File: config.mk
export PLATFORM = sky130hd
export DESIGN_NAME = exec_operand_stage
export DESIGN_NICKNAME = d
export VERILOG_FILES = /design/src/rtl/exec_operand_stage.sv
export SDC_FILE = /design/constraint.sdc
export NUM_CORES = 1
export LEC_CHECK = 0
export ABC_AREA = 0
export CORE_ASPECT_RATIO = 1.2
export CORE_UTILIZATION = 56
export CTS_CLUSTER_SIZE = 8
export DETAILED_ROUTE_END_ITERATION = 8
export PLACE_DENSITY_LB_ADDON = 0.12
export SLEW_MARGIN = 20
export SYNTH_ARGS = -nofsm -noshare
export SYNTH_HDL_FRONTEND = slang
export SYNTH_SLANG_ARGS = --single-unit
File: constraint.sdc
create_clock -name clock -period 5.4 [get_ports clock]
set_clock_uncertainty 0.1 [all_clocks]
set_input_delay 1.08 -clock clock [delete_from_list [all_inputs] [get_ports clock]]
set_output_delay 1.08 -clock clock [all_outputs]
set_load 0.02 [all_outputs]
File: src/rtl/exec_operand_stage.sv
// Decode-to-execute operand stage: captures decoded ops, forwards writeback data
// onto source operands and presents them to the ALU through a 2-entry skid buffer.
module exec_operand_stage #(
  parameter int ALU_OP   = 4,
  parameter int REG_ADDR = 5,
  parameter int DATA     = 32
) (
  input  logic                clock,
  input  logic                reset_n,
  input  logic                flush,
  input  logic                in_valid,
  output logic                in_ready,
  input  logic [ALU_OP-1:0]   in_alu_op,
  input  logic [REG_ADDR-1:0] in_dest,
  input  logic [REG_ADDR-1:0] in_srcA_reg,
  input  logic [REG_ADDR-1:0] in_srcB_reg,
  input  logic [DATA-1:0]     in_srcA_val,
  input  logic [DATA-1:0]     in_srcB_val,
  input  logic                in_use_imm,
  input  logic [DATA-1:0]     in_imm,
  input  logic                fwd_valid,
  input  logic [REG_ADDR-1:0] fwd_reg,
  input  logic [DATA-1:0]     fwd_data,
  output logic                out_valid,
  input  logic                out_ready,
  output logic [ALU_OP-1:0]   out_alu_op,
  output logic [DATA-1:0]     out_srcA,
  output logic [DATA-1:0]     out_srcB,
  output logic [REG_ADDR-1:0] out_dest
);

  // Handshake: a transfer happens on a rising edge where valid and ready are both
  // high; valid never depends on ready, and in_ready is a register.

  typedef struct packed {
    logic                valid;
    logic                use_imm;
    logic [ALU_OP-1:0]   op;
    logic [REG_ADDR-1:0] dest;
    logic [REG_ADDR-1:0] a_reg;
    logic [REG_ADDR-1:0] b_reg;
    logic [DATA-1:0]     a;
    logic [DATA-1:0]     b;
  } entry_t;

  entry_t main_q, main_d;
  entry_t skid_q, skid_d;
  logic   in_ready_q, in_ready_d;

  entry_t cap;
  entry_t main_snp;
  entry_t skid_snp;
  logic   accept;
  logic   fire;
  logic   main_free;

  // Register 0 is hard-wired zero, so it is never a forwarding target.
  function automatic logic fwd_hit(input logic                fv,
                                   input logic [REG_ADDR-1:0] fr,
                                   input logic [REG_ADDR-1:0] r);
    return fv && (fr == r) && (r != '0);
  endfunction

  function automatic entry_t snoop(input entry_t                e,
                                   input logic                  fv,
                                   input logic [REG_ADDR-1:0]   fr,
                                   input logic [DATA-1:0]       fd);
    entry_t s;
    s = e;
    if (e.valid) begin
      if (fwd_hit(fv, fr, e.a_reg)) s.a = fd;
      if (!e.use_imm && fwd_hit(fv, fr, e.b_reg)) s.b = fd;
    end
    return s;
  endfunction

  always_comb begin
    cap         = '0;
    cap.valid   = 1'b1;
    cap.use_imm = in_use_imm;
    cap.op      = in_alu_op;
    cap.dest    = in_dest;
    cap.a_reg   = in_srcA_reg;
    cap.b_reg   = in_srcB_reg;
    cap.a       = fwd_hit(fwd_valid, fwd_reg, in_srcA_reg) ? fwd_data : in_srcA_val;
    if (in_use_imm)
      cap.b = in_imm;
    else
      cap.b = fwd_hit(fwd_valid, fwd_reg, in_srcB_reg) ? fwd_data : in_srcB_val;
  end

  assign main_snp  = snoop(main_q, fwd_valid, fwd_reg, fwd_data);
  assign skid_snp  = snoop(skid_q, fwd_valid, fwd_reg, fwd_data);
  assign accept    = in_valid & in_ready_q;
  assign fire      = main_q.valid & out_ready;
  assign main_free = !main_q.valid || fire;

  // A firing MAIN entry is leaving, so it takes no snoop; SKID always does,
  // including on the edge where it is promoted into MAIN.
  always_comb begin
    main_d = main_q;
    skid_d = skid_q;
    if (flush) begin
      main_d.valid = 1'b0;
      skid_d.valid = 1'b0;
    end else if (main_free) begin
      if (skid_q.valid) begin
        main_d = skid_snp;
        if (accept) skid_d = cap;
        else        skid_d.valid = 1'b0;
      end else begin
        if (accept) main_d = cap;
        else        main_d.valid = 1'b0;
      end
    end else begin
      main_d = main_snp;
      if (accept) skid_d = cap;
      else        skid_d = skid_snp;
    end
    in_ready_d = !skid_d.valid;
  end

  always_ff @(posedge clock or negedge reset_n) begin
    if (!reset_n) begin
      main_q     <= '0;
      skid_q     <= '0;
      in_ready_q <= 1'b1;
    end else begin
      main_q     <= main_d;
      skid_q     <= skid_d;
      in_ready_q <= in_ready_d;
    end
  end

  assign in_ready   = in_ready_q;
  assign out_valid  = main_q.valid;
  assign out_alu_op = main_q.op;
  assign out_srcA   = main_q.a;
  assign out_srcB   = main_q.b;
  assign out_dest   = main_q.dest;

endmodule

==> results.toml <==
[setup_path]
critPathLaunchType = "input port"
worstPathRequired_ns = 5.56
critical_path_class = "in -> reg"
reg2reg_slack_ns = 2.74
crit_arrival_ns = 3.76
cp_max_fo = 17
reg2regPathDepth = 7
cp-end-kind = "register"
r2r-end = "skid_q[26]$_DFFE_PN0P_"
timing.rr.start = "skid_q[84]$_DFF_PN0_"

[power]
clkPwrFrac_pct = 29.7
irDropWorstVdd_v = 0.000258
combPwrFrac_pct = 30.0
leakage_nw = 5.30
p_int_mw = 3.01
powerDensity_nw_per_um2 = 336
p_sw_mw = 1.48
pwr-share-seq_pct = 40.3
swShare_pct = 32.9

[global_routing]
gr-total-overflow = 0
grt_pass1_wl_um = 57800
grt_max_degree = 82
antenna_found_initial = 0
grt_pass1_vias = 10583
grt_usage_pct = 37.5

[floorplanning]
io_pins = 234
core-area_um2 = 18900
start_util_pct = 57.3
die_area_um2 = 19900
die_x_um = 129
die_h_um = 154
rows = 55

[sta]
fin_ws_ns = 1.80
timing.final.crit_share_pct = 66.7
max_slew_margin_pct = 25.0
drv_slew = 0
timing_hold_violations_final = 0
fin_crit_ns = 3.60
tightest_slew_ns = 1.12
fmax_mhz = 278
setup_viol = 0
grt_setup_unrepaired = "false"
setup_tns_ns = 0

[worst_hold_path]
hp-class = "reg -> reg"
hold_end = "skid_q[78]$_DFFE_PN0P_"
min_delay_path_depth = 2
hold_start = "skid_q[78]$_DFFE_PN0P_"

[clocking]
path_clk_slew_ns = 0.06
h-tree-depth = 4
root_buffer = "clkbuf_16"
cts_tree = "built"
clock_latency_ns = 0.43
holdBufCountCts = 0
cts_setup_buffers = 0
ctsResizeCount = 0
clk_path_buf_depth = 2
clkSinkCount = 171
numCtsBuffers = 17

[detailed_routing]
finalWirelength_um = 37200
drt_iter0_markers = 1822
postRouteAntennaNets = 0
via_per_inst = 7.08
dr_total_vias = 10990
drc = 0
drtPass1Iterations = 6
wl_per_cell_um = 24.0

[logic_synthesis]
synth_cell_types = 58
syn-instance-count = 1191
synth-async-reset-ratio_pct = 100
seq_area_frac_synth_pct = 39.5
syn-num-nets = 1350
syn_avg_cell_area_um2 = 9.11
synth_top_area_share_pct = 39.2
synth_edf_count = 0
yosysTopAreaCell = "dfrtp_1"
ys_ff_latch = 171
synth_area_um2 = 10800
ys_warn_count = 0
ys_top_cells_by_area = "dfrtp_1, a221o_1, a31oi_1, buf_4, a21oi_1"
synth_ff_type = "dfrtp_1"

[status]
status = "finished, final reports clean"

[final_layout]
drive_gt1_share_pct = 7.71
layout_common_cells = "clkdlybuf4s50_1, dfrtp_1, a21oi_1, a31oi_1, nand2_1"
nets = 1443
antenna_cells = 0
area_delta_synth_final_pct = 23.2
final_common_cell = "clkdlybuf4s50_1"

[run]
drv_cap = 0

[placement]
dp_hpwl_um = 23700
portBuffers = 233
place_congestion = 0.916
post-place-ws_ns = 1.45
==> cells in the mapped netlist, types with 2 or more instances <==
cell type    n
nor2b_1     27
o31ai_1     27
nor3_2       2
o21ai_1      3
buf_2       37
clkbuf_1    78
a22oi_1     47
inv_1       36
dfrtp_1    170
nor3_1       2
o31ai_2      2
or2_1        2
and2_1       8
nor4_1      21
a41oi_1     37
a31oi_1    102
o21a_1       2
a211o_1     27
a21oi_1    102
nand2b_1     7
a41o_1       6
a221o_1     64
nor2_1      24
o21ai_0     34
mux2i_1     20
xor2_1       7
buf_4       75
o211a_1      6
a31o_2       2
and3_1       8
xnor2_1     16
a211oi_1    58
nand3_1      4
o31a_1       6
nand4_1      2
nor4_2       2
buf_6        5
nand2_1     88
o211ai_1     6
==> per-layer routing <==
metal / global-route usage (%) / up-vias / part of all wire [%]
met2: 55.4 / 844 / 45
li1: - / 4715 / -
met4: 26.3 / 0 / 6.4
met5: 0 / - / 0
met3: 8.34 / 148 / 10
met1: 48.7 / 5283 / 38
==> kinds of logic (layout without fill, tap and decap cells) <==
kind of cell / count (synthesis) / in the layout / synth area share, %
muxes: 20 / 20 / 1.85
DFF: 171 / 171 / 39.5
xor gates and xnor gates: 24 / 24 / 2.01
and+or+nand+nor: 206 / 206 / 9.60
buffers and inverters: 233 / 339 / 11.4
AOI/OAI and AO/OA: 537 / 537 / 35.7
==> worst max-delay path, stage by stage <==
cell,delay [ns]
clkdlybuf4s50_1,0.86
and2_1,0.71
a31o_2,0.27
and2_1,0.63
a31oi_1,0.20
==> flip-flops by register name, indices dropped and copies added (netlist names) <==
signal,count
main_q,11
out_alu_op,4
skid_q,85
in_ready,1
out_srcB,32
out_srcA,32
out_valid,1
out_dest,5
==> metrics by stage <==
stage               cells  power [mW]  hold slack, ns  area (um^2)  util [%]
finish               1553        4.49           0.379        13400      70.6
global route         1553        4.67           0.413        13400      70.6
CTS                  1553        4.48           0.384        13400      70.6
detailed placement   1521        3.15           0.367        12700      67.3
global placement     1521        3.11           0.357        12700      67.3
floorplan            1191        2.68           0.345        10800         -
==> area by class of cell <==
class,instances,area (um^2)
Clock buffer,18,439
Clock inverter,14,194
Fill cell,1467,5560
Inverter,36,135
Multi-Input combinational cell,787,5380
Sequential cell,171,4280
Tap cell,256,320
Timing Repair Buffer,271,2620
==> how the worst max path moves through the flow <==
stage               startpoint  cells past startpoint                        to  slack [ns]
CTS                 fwd_reg[0]                      7  out_srcB[24]$_DFFE_PN0P_        1.90
finish               fwd_valid                      5   out_srcA[4]$_DFFE_PN0P_        1.80
detailed placement  fwd_reg[3]                      6  out_srcB[24]$_DFFE_PN0P_        1.45
floorplan           fwd_reg[2]                      7    skid_q[10]$_DFFE_PN0P_        2.58
global route        fwd_reg[3]                      8    skid_q[44]$_DFFE_PN0P_        1.73
global placement    fwd_reg[1]                      6  out_srcB[23]$_DFFE_PN0P_        1.50
==> power by group through the flow <==
stage,Clock (mW),Combinational [mW],Sequential (mW)
floorplan,0,0.933,1.75
global placement,0,1.30,1.81
detailed placement,0,1.33,1.82
CTS,1.34,1.34,1.80
global route,1.39,1.44,1.84
finish,1.34,1.35,1.81
(Power assumes the default switching activity.)
